File: config.mk
export PLATFORM = sky130hd
export DESIGN_NAME = kp_tune_ctrl_flat
export DESIGN_NICKNAME = d
export VERILOG_FILES = /design/src/rtl/kp_tune_pkg.sv /design/src/rtl/kp_tune_ctrl_if.sv /design/src/rtl/kp_sat_add.sv /design/src/rtl/kp_tune_ctrl.sv /design/src/flat_wrapper.sv
export SDC_FILE = /design/constraint.sdc
export NUM_CORES = 1
export LEC_CHECK = 0
export ABC_AREA = 1
export CAP_MARGIN = 20
export CORE_UTILIZATION = 40
export DETAILED_ROUTE_END_ITERATION = 7
export SYNTH_ARGS = -nofsm -noshare
export SYNTH_HDL_FRONTEND = slang
export SYNTH_SLANG_ARGS = --single-unit
File: constraint.sdc
create_clock -name clk -period 4.96 [get_ports clk]
set_clock_uncertainty 0.05 [all_clocks]
set_input_delay 0.992 -clock clk [delete_from_list [all_inputs] [get_ports clk]]
set_output_delay 0.992 -clock clk [all_outputs]
set_load 0.05 [all_outputs]
File: src/rtl/kp_tune_pkg.sv
// Shared types and saturating gain arithmetic for the kp tuning sequencer.
// Combinational helpers only; no latency, no flow control.
package kp_tune_pkg;

  typedef logic [7:0] gain_t;

  typedef enum logic [2:0] {
    ST_IDLE,
    ST_SETTLE,
    ST_SAMPLE,
    ST_UPDATE,
    ST_LOCKED,
    ST_DONE
  } state_t;

  typedef enum logic [1:0] {
    DIR_NONE,
    DIR_UP,
    DIR_DN
  } dir_t;

  // Unsigned gain plus signed step, clamped to [lo, hi]; wide enough that no sum wraps.
  function automatic gain_t sat_add(gain_t a, logic [7:0] b, gain_t lo, gain_t hi);
    logic signed [9:0] sum;
    sum = $signed({2'b00, a}) + $signed({{2{b[7]}}, b});
    if (sum < $signed({2'b00, lo})) return lo;
    if (sum > $signed({2'b00, hi})) return hi;
    return sum[7:0];
  endfunction

endpackage

File: src/rtl/kp_tune_ctrl_if.sv
// Command/status bundle between the gain-algorithm side and the kp sequencer.
// Wires only; strobes are single-cycle, no backpressure.
interface kp_tune_ctrl_if;
  import kp_tune_pkg::*;

  logic       start;
  logic       abort;
  gain_t      kp_init;
  logic       n_valid;
  logic [7:0] inc;
  gain_t      kp;
  logic       busy;
  logic       locked;
  logic       done;
  logic       timeout;

  modport master (
    output start, abort, kp_init, n_valid, inc,
    input  kp, busy, locked, done, timeout
  );

  modport slave (
    input  start, abort, kp_init, n_valid, inc,
    output kp, busy, locked, done, timeout
  );

endinterface

File: src/rtl/kp_sat_add.sv
// Saturating kp adder: y = clamp(a + sext(b), LO, HI).
// Purely combinational; no flow control.
module kp_sat_add
  import kp_tune_pkg::*;
#(
  parameter gain_t LO = 8'd1,
  parameter gain_t HI = 8'd254
) (
  input  gain_t      a,
  input  logic [7:0] b,
  output gain_t      y
);

  assign y = sat_add(a, b, LO, HI);

endmodule

File: src/rtl/kp_tune_ctrl.sv
// kp adaptation sequencer: settle, sample a +/-1 step on n_valid, apply with clamp, detect lock/timeout.
// Latency: kp visible 1 cycle after start/UPDATE; iteration period SETTLE_CYC+2 cycles minimum.
// Backpressure: none; SAMPLE simply waits on n_valid, strobes outside SAMPLE are dropped.
module kp_tune_ctrl
  import kp_tune_pkg::*;
#(
  parameter int    SETTLE_CYC = 16,
  parameter gain_t KP_MIN     = 8'd1,
  parameter gain_t KP_MAX     = 8'd254,
  parameter int    LOCK_FLIPS = 4,
  parameter int    MAX_ITER   = 200
) (
  input logic           clk,
  input logic           rst_n,
  kp_tune_ctrl_if.slave bus
);

  localparam logic [7:0] SETTLE_LAST = 8'(SETTLE_CYC - 1);
  localparam logic [3:0] LOCK_N      = 4'(LOCK_FLIPS);
  localparam logic [7:0] ITER_N      = 8'(MAX_ITER);

  state_t     state_q, state_d;
  gain_t      kp_q, kp_d;
  logic [7:0] settle_q, settle_d;
  logic [7:0] iter_q, iter_d;
  logic [3:0] flip_q, flip_d;
  dir_t       prev_q, prev_d;
  logic [7:0] inc_q, inc_d;
  logic       done_q, done_d;

  gain_t      sat_a, sat_y;
  logic [7:0] sat_b;
  dir_t       dir;
  logic [3:0] flip_nxt;
  logic [7:0] iter_nxt;

  // One adder serves both the kp_init clamp on start and the step in UPDATE.
  assign sat_a = (state_q == ST_UPDATE) ? kp_q  : bus.kp_init;
  assign sat_b = (state_q == ST_UPDATE) ? inc_q : 8'h00;

  kp_sat_add #(.LO(KP_MIN), .HI(KP_MAX)) u_sat (
    .a (sat_a),
    .b (sat_b),
    .y (sat_y)
  );

  always_comb begin
    dir = DIR_NONE;
    if (inc_q != 8'h00) dir = inc_q[7] ? DIR_DN : DIR_UP;
  end

  // A zero step breaks the dither chain: it neither counts nor seeds a reversal.
  assign flip_nxt = (dir != DIR_NONE && prev_q != DIR_NONE && dir != prev_q) ?
                    flip_q + 4'd1 : 4'd0;
  assign iter_nxt = iter_q + 8'd1;

  always_comb begin
    state_d  = state_q;
    kp_d     = kp_q;
    settle_d = settle_q;
    iter_d   = iter_q;
    flip_d   = flip_q;
    prev_d   = prev_q;
    inc_d    = inc_q;
    done_d   = 1'b0;

    case (state_q)
      ST_IDLE, ST_LOCKED, ST_DONE: begin
        if (bus.start) begin
          kp_d     = sat_y;
          iter_d   = 8'd0;
          flip_d   = 4'd0;
          prev_d   = DIR_NONE;
          settle_d = 8'd0;
          state_d  = ST_SETTLE;
        end
      end
      ST_SETTLE: begin
        if (settle_q == SETTLE_LAST) begin
          settle_d = 8'd0;
          state_d  = ST_SAMPLE;
        end else begin
          settle_d = settle_q + 8'd1;
        end
      end
      ST_SAMPLE: begin
        if (bus.n_valid) begin
          inc_d   = bus.inc;
          state_d = ST_UPDATE;
        end
      end
      ST_UPDATE: begin
        kp_d     = sat_y;
        iter_d   = iter_nxt;
        flip_d   = flip_nxt;
        prev_d   = dir;
        settle_d = 8'd0;
        if (flip_nxt == LOCK_N) begin
          state_d = ST_LOCKED;
          done_d  = 1'b1;
        end else if (iter_nxt == ITER_N) begin
          state_d = ST_DONE;
          done_d  = 1'b1;
        end else begin
          state_d = ST_SETTLE;
        end
      end
      default: state_d = ST_IDLE;
    endcase

    if (bus.abort) begin
      state_d  = ST_IDLE;
      kp_d     = kp_q;
      settle_d = 8'd0;
      iter_d   = 8'd0;
      flip_d   = 4'd0;
      prev_d   = DIR_NONE;
      done_d   = 1'b0;
    end
  end

  always_ff @(posedge clk or negedge rst_n) begin
    if (!rst_n) begin
      state_q  <= ST_IDLE;
      kp_q     <= KP_MIN;
      settle_q <= 8'd0;
      iter_q   <= 8'd0;
      flip_q   <= 4'd0;
      prev_q   <= DIR_NONE;
      inc_q    <= 8'h00;
      done_q   <= 1'b0;
    end else begin
      state_q  <= state_d;
      kp_q     <= kp_d;
      settle_q <= settle_d;
      iter_q   <= iter_d;
      flip_q   <= flip_d;
      prev_q   <= prev_d;
      inc_q    <= inc_d;
      done_q   <= done_d;
    end
  end

  assign bus.kp      = kp_q;
  assign bus.busy    = (state_q == ST_SETTLE) || (state_q == ST_SAMPLE) || (state_q == ST_UPDATE);
  assign bus.locked  = (state_q == ST_LOCKED);
  assign bus.done    = done_q;
  assign bus.timeout = (state_q == ST_DONE);

endmodule

File: src/flat_wrapper.sv
// flat-port wrapper written by rule: the top's interface ports become plain ports
module kp_tune_ctrl_flat import kp_tune_pkg::*;
#(
  parameter int    SETTLE_CYC = 16,
  parameter gain_t KP_MIN     = 8'd1,
  parameter gain_t KP_MAX     = 8'd254,
  parameter int    LOCK_FLIPS = 4,
  parameter int    MAX_ITER   = 200
)
  (clk, rst_n, bus_start, bus_abort, bus_kp_init, bus_n_valid, bus_inc, bus_kp, bus_busy, bus_locked, bus_done, bus_timeout);
  kp_tune_ctrl_if bus_i ();
  input logic clk;
  input logic rst_n;
  input wire logic [$bits(bus_i.start)-1:0] bus_start;
  input wire logic [$bits(bus_i.abort)-1:0] bus_abort;
  input wire logic [$bits(bus_i.kp_init)-1:0] bus_kp_init;
  input wire logic [$bits(bus_i.n_valid)-1:0] bus_n_valid;
  input wire logic [$bits(bus_i.inc)-1:0] bus_inc;
  output wire logic [$bits(bus_i.kp)-1:0] bus_kp;
  output wire logic [$bits(bus_i.busy)-1:0] bus_busy;
  output wire logic [$bits(bus_i.locked)-1:0] bus_locked;
  output wire logic [$bits(bus_i.done)-1:0] bus_done;
  output wire logic [$bits(bus_i.timeout)-1:0] bus_timeout;
  assign bus_i.start = bus_start;
  assign bus_i.abort = bus_abort;
  assign bus_i.kp_init = bus_kp_init;
  assign bus_i.n_valid = bus_n_valid;
  assign bus_i.inc = bus_inc;
  assign bus_kp = bus_i.kp;
  assign bus_busy = bus_i.busy;
  assign bus_locked = bus_i.locked;
  assign bus_done = bus_i.done;
  assign bus_timeout = bus_i.timeout;
  kp_tune_ctrl #(.SETTLE_CYC(SETTLE_CYC), .KP_MIN(KP_MIN), .KP_MAX(KP_MAX), .LOCK_FLIPS(LOCK_FLIPS), .MAX_ITER(MAX_ITER)) u_core (.clk(clk), .rst_n(rst_n), .bus(bus_i));
endmodule
==> impl_metrics.toml, run 1 <==
[status]
status = "completed"

[placed_design]
dp_hpwl_mm = 5.103
io_buffers = 32
globalplace.congestion = 0.8591
dpl_cell_area_mm2 = 0.003293

[sta]
relSlewSlack_pct = 37.92
max_freq_ghz = 0.3115
min_period_ns = 3.210
worstMarginPinSlew_ns = 0.9312
hold_violations = 0
maxSlewViolCount = 0
timing.final.setup_violations = 0
rsz0062_at_grt = "no"
min_period_over_period_pct = 64.73
hold_ws_ns = 0.4431
finalSetupTns_ns = 0

[cts]
htree_levels = 2
ctsResizeCount = 0
cts.root.buffer_cell = "clkbuf_8"
post_cts_buffers = 0
insertion_delay_ns = 0.28
clk_pin_slew_worst_paths_ns = 0.08
cts_buffers = 5
clk_path_buf_depth = 2
cts_hold_buf = 0
cts_tree = "built"
cts.sinks = 42

[setup_path]
r2r_start = "u_core.state_q[2]"
start_kind = "input pin"
critPathCaptureType = "register"
rrSetupSlack_ns = 1.88
critPathSlowestCell = "clkdlybuf4s50_1"
ff2ff_path_depth = 18
critPathMaxFanout = 7
crit_top_cell = "nand2_1"
critPathTopFamily = "simple AND/OR/NAND/NOR gates"
max_stage_delay_ns = 0.45
worstSetupPathType = "input pin to register"
crit_chain = "clkdlybuf4s50_1 > nand2_1 > o21ai_0 > ha_1 > inv_1 > fa_1 > inv_1 > nand3_1 > nand2_1 > nand2_1 > nand2_1 > inv_1 > nand2_1 > nand2_1 > nor2_1 > a21oi_4 > nand2_1 > nand2_1"
cp_num_buf_inv = 4
arrival_ns = 3.34
critPathRequiredTime_ns = 5.09
timing.rr.end = "u_core.bus.kp[2]"

[route]
wl_per_cell_um = 11.92
num_vias = 2588
antenna_left = 0
drc = 0
firstDrtPassIters = 4
drt_iter0_markers = 61
wirelength_mm = 6.413
viasPerCell = 4.810

[floorplan]
initial_utilization_pct = 41.86
rows = 30
die_h_um = 86.78
coreArea_mm2 = 0.006869
die_area_mm2 = 0.007531
ios = 33
die_x_um = 86.78

[synth]
synth_edf_count = 0
synthDistinctLibCells = 36
synth.largest_area_cell = "dfrtp_1"
ys.flop_type = "dfrtp_1"
ys_warn_count = 0
synth_top_area_share_pct = 35.68
synthArstFlopShare_pct = 100.0
yosysSeqAreaShare_pct = 36.60
synth_common_cells = "116 x nand2_1, 66 x inv_1, 43 x nor2_1"
synth_fp_nets = 440
synth_area_leaders = "dfrtp_1 36%, nand2_1 15%, inv_1 8.6%, nor2_1 5.6%, ha_1 5.2%"
syn_inst = 406
synth.most_common_cell = "nand2_1"
syn_area_mm2 = 0.002875
avgSynthCellArea_um2 = 7.082
ys_ff_latch = 42

[min_path]
hold-path-endpoint = "u_core.prev_q[0]"
hold_path_depth = 2
holdCritPathClass = "register to register"
min-delay-start = "u_core.prev_q[0]"

[power_and_ir_drop]
p_leak_nw = 1.695
p_per_area_mw_per_mm2 = 444.3
vdd_drop_max_v = 0.0001606

[cells_and_area]
drive_gt1_share_pct = 8.145
antenna_cells = 0
design_area_mm2 = 0.003403
area_growth_pct = 18.36
nets = 475

[run]
maxCapViolCount = 0

[global_routing]
grt_pass1_vias = 2591
antenna_found_initial = 0
grt_pass1_wl_mm = 11.52
grt_max_degree = 43
globalRouteOverflowTotal = 0
grt_usage_pct = 19.42
-- layout by cell type, fill, tap and decap left out, types with 3 or more instances in the layout --
| cell type | count |
|---|---|
| nor3_1 | 7 |
| nor2_2 | 3 |
| nand2_2 | 4 |
| nor2_4 | 4 |
| clkbuf_8 | 8 |
| ha_1 | 12 |
| a21oi_1 | 20 |
| nand4_1 | 5 |
| inv_2 | 5 |
| dfrtp_1 | 41 |
| nor2_1 | 43 |
| a22o_1 | 3 |
| clkdlybuf4s50_1 | 31 |
| o21ai_0 | 15 |
| nand3_1 | 24 |
| xor2_1 | 7 |
| inv_1 | 66 |
| nand2_1 | 116 |
| o22ai_1 | 6 |
-- metrics by stage --
stage	total power, mW	util (%)	cells	setup WS, ns
after floorplan	1.056	-	406	2.104
after global placement	1.261	47.94	530	1.513
after detailed placement	1.269	47.94	530	1.428
after CTS	1.530	49.54	538	1.735
after global routing	1.646	49.54	538	1.484
final	1.512	49.54	538	1.750
-- where the power goes --
| part | internal [mW] | total, mW | switching (mW) |
|---|---|---|---|
| logic | 0.249 | 0.768 | 0.520 |
| registers | 0.422 | 0.488 | 0.0658 |
| clock network | 0.141 | 0.256 | 0.115 |
-- registers in the layout (all words and copies together), names as in the netlist --
register,cells
u_core.state_q,3
u_core.flip_q,4
u_core.iter_q,8
u_core.inc_q,8
u_core.prev_q,2
u_core.bus.kp,8
u_core.settle_q,8
u_core.bus.done,1
-- how the worst max path moves through the flow --
stage / from / to / cells after the start
2_1_floorplan: u_core.state_q[2] / u_core.bus.kp[2] / 20
3_3_place_gp: bus_kp_init[0] / u_core.bus.kp[2] / 18
3_5_place_dp: bus_kp_init[0] / u_core.bus.kp[5] / 18
4_1_cts: bus_kp_init[0] / u_core.bus.kp[2] / 18
5_1_grt: bus_kp_init[0] / u_core.bus.kp[4] / 18
6_report: bus_kp_init[0] / u_core.bus.kp[2] / 18
-- worst register-to-register path: stages, from the launching register on --
cell and delay [ns]:
dfrtp_1 0.46, inv_2 0.16, nand3_4 0.25, o21ai_0 0.27
ha_1 0.25, inv_1 0.07, fa_1 0.38, inv_1 0.08
nand3_1 0.08, nand2_1 0.12, nand2_1 0.06, nand2_1 0.08
inv_1 0.04, nand2_1 0.05, nand2_1 0.08, nor2_1 0.23
a21oi_4 0.12, nand2_1 0.09, nand2_1 0.05
-- kinds of logic (layout without fill, tap and decap cells) --
kind of cell | after synthesis | in the layout | synth area share, %
buffers and inverters | 77 | 113 | 10.23
xor gates and xnor gates | 8 | 8 | 2.437
and+or+nand+nor | 213 | 213 | 33.38
DFF | 42 | 42 | 36.60
adders and majority gates | 13 | 13 | 5.918
AOI/OAI and AO/OA | 53 | 53 | 11.45
-- layer usage --
metal | GRT usage [%] | wire length (µm)
met1 | 24.73 | 3094
met2 | 33.72 | 3075
met3 | 2.667 | 129
met4 | 6.515 | 113
met5 | 0 | 0
-- final cells by class --
type,count,area (µm²)
Fill cell,721,3466
Multi-Input combinational cell,287,1529
Sequential cell,42,1052
Timing Repair Buffer,32,315.3
Inverter,73,276.5
Tap cell,96,120.1
Clock buffer,8,110.1
Note: power is estimated with default switching activity, not from simulation.
==> run 2, diff against run 1 <==
==> constraint.sdc (replaced) <==
create_clock -name clk -period 2.9 [get_ports clk]
set_clock_uncertainty 0.05 [all_clocks]
set_input_delay 0.58 -clock clk [delete_from_list [all_inputs] [get_ports clk]]
set_output_delay 0.58 -clock clk [all_outputs]
set_load 0.05 [all_outputs]
==> run 2 against run 1 <==
Effect of this change:
- sequential share of layout area shrank 1.0 points
- via count increased by 4.2%
- cell count grew 2.6%
- non-clock buffer count rose by 12
- global-route usage barely moved
- wire length grew 9.6%
- clock-buffer cell count shrank 1
- total power is 76% higher
- critical path depth is 13 lower
- register-to-register slack lost 1.7 ns
- core utilization is 1.8 points higher
- largest power group unchanged
==> impl_metrics.toml, run 2 (same netlist as run 1, synthesis figures left out) <==
[status]
status = "completed"

[global_routing]
globalRouteOverflowTotal = 0
grt_usage_pct = 19.38
grt_pass1_wl_mm = 11.36
antenna_found_initial = 0
grt_max_degree = 43
grt_pass1_vias = 2494

[cells_and_area]
design_area_mm2 = 0.003527
area_growth_pct = 22.67
nets = 489
layout_commonest_cell = "nand2_1"
seqCellArea_mm2 = 0.001055
multi_input_area_mm2 = 0.001574
drive_gt1_share_pct = 11.84
final_cell_mix = "116 x nand2_1, 66 x inv_1, 42 x nor2_1"
antenna_cells = 0
final_cells = 552
fill_cells = 683
utilization_pct = 51.35

[power_and_ir_drop]
vdd_drop_max_v = 0.0002800
finalPower_mw = 2.656
p_per_area_mw_per_mm2 = 752.9
p_leak_nw = 1.742

[sta]
max_freq_ghz = 0.3704
min_period_over_period_pct = 93.08
hold_violations = 0
finalSetupTns_ns = 0
setup_ws_ns = 0.2006
worstMarginPinSlew_ns = 0.9398
timing.final.setup_violations = 0
relSlewSlack_pct = 37.34
min_period_ns = 2.699
maxSlewViolCount = 0
hold_ws_ns = 0.3750

[cts]
htree_levels = 2
cts.root.buffer_cell = "clkbuf_8"
cts_hold_buf = 0
clk_pin_slew_worst_paths_ns = 0.08
clk_path_buf_depth = 2
insertion_delay_ns = 0.29
cts.sinks = 42
cts_tree = "built"
cts_buffers = 5

[setup_path]
critPathMaxFanout = 4
start_kind = "register"
critPathRequiredTime_ns = 2.27
critPathCaptureType = "output port"
arrival_ns = 2.07
worstSetupPathType = "register to output port"
ff2ff_path_depth = 19

[floorplan]
die_h_um = 86.78
rows = 30
die_area_mm2 = 0.007531
ios = 33
initial_utilization_pct = 41.86
die_x_um = 86.78
coreArea_mm2 = 0.006869

[run]
maxCapViolCount = 0

[route]
antenna_left = 0
wirelength_mm = 7.029
drc = 0
num_vias = 2697
drt_iter0_markers = 99
wl_per_cell_um = 12.73
firstDrtPassIters = 4
viasPerCell = 4.886

[placed_design]
preCtsSetupSlack_ns = -0.07812
dp_hpwl_mm = 5.215
dpl_cell_area_mm2 = 0.003368
globalplace.congestion = 0.8818
io_buffers = 32
numPlacedInstances = 540

[min_path]
holdCritPathClass = "input pin to asynchronous set/reset pin"
[run 2: cell type report]
class,instances,area share [%]
Multi-Input combinational cell,289,44.63
Sequential cell,42,29.90
Timing Repair Buffer,44,11.49
Inverter,73,7.982
Tap cell,96,3.405
Clock buffer,7,2.448
Clock inverter,1,0.1419
[run 2: power breakdown]
group          switching, mW  internal, mW  total [mW]
clock                  0.201         0.192       0.394
combinational          0.942         0.481        1.42
sequential             0.115         0.724       0.840
total                   1.26          1.40        2.66
[run 2: worst max-delay path, cell delays in order (launching register included)]
cell and delay (ns):
dfrtp_2 0.49, buf_4 0.18, inv_1 0.09, nand2_1 0.10, nor2_1 0.11, clkdlybuf4s50_1 0.81
[run 2: what timing repair did]
item                       CTS  global route
buffers inserted             0             2
resized for setup            0            10
setup endpoints to repair    0             8
[run 2: final timing paths]
check / startpoint / endpoint / slack (ns)
setup / recovery: u_core.state_q[1] / bus_timeout / 0.20
hold / removal: rst_n / u_core.iter_q[4] / 0.38
setup reg to reg: u_core.state_q[2] / u_core.bus.kp[0] / 0.23
hold reg to reg: u_core.prev_q[0] / u_core.prev_q[0] / 0.44
max in group asynchronous: rst_n / u_core.state_q[0] / 1.78
min in group clk: u_core.prev_q[0] / u_core.prev_q[0] / 0.44
[run 2: metal layers]
metal,vias to the layer above,global-route usage (%),share of wire [%]
met4,0,6.970,1.5
li1,1378,-,-
met5,-,0,0
met2,52,33.21,48
met3,9,2.952,3.4
met1,1258,24.69,47
==> run 3, diff against run 2 <==
--- a/config.mk
+++ b/config.mk
@@ -9,6 +9,7 @@
 export CAP_MARGIN = 20
 export CORE_UTILIZATION = 40
 export DETAILED_ROUTE_END_ITERATION = 7
+export GPL_ROUTABILITY_DRIVEN = 0
 export SYNTH_ARGS = -nofsm -noshare
 export SYNTH_HDL_FRONTEND = slang
 export SYNTH_SLANG_ARGS = --single-unit
==> results of run 3 <==
The final DEF is identical to that of run 2; final timing and power are the same.
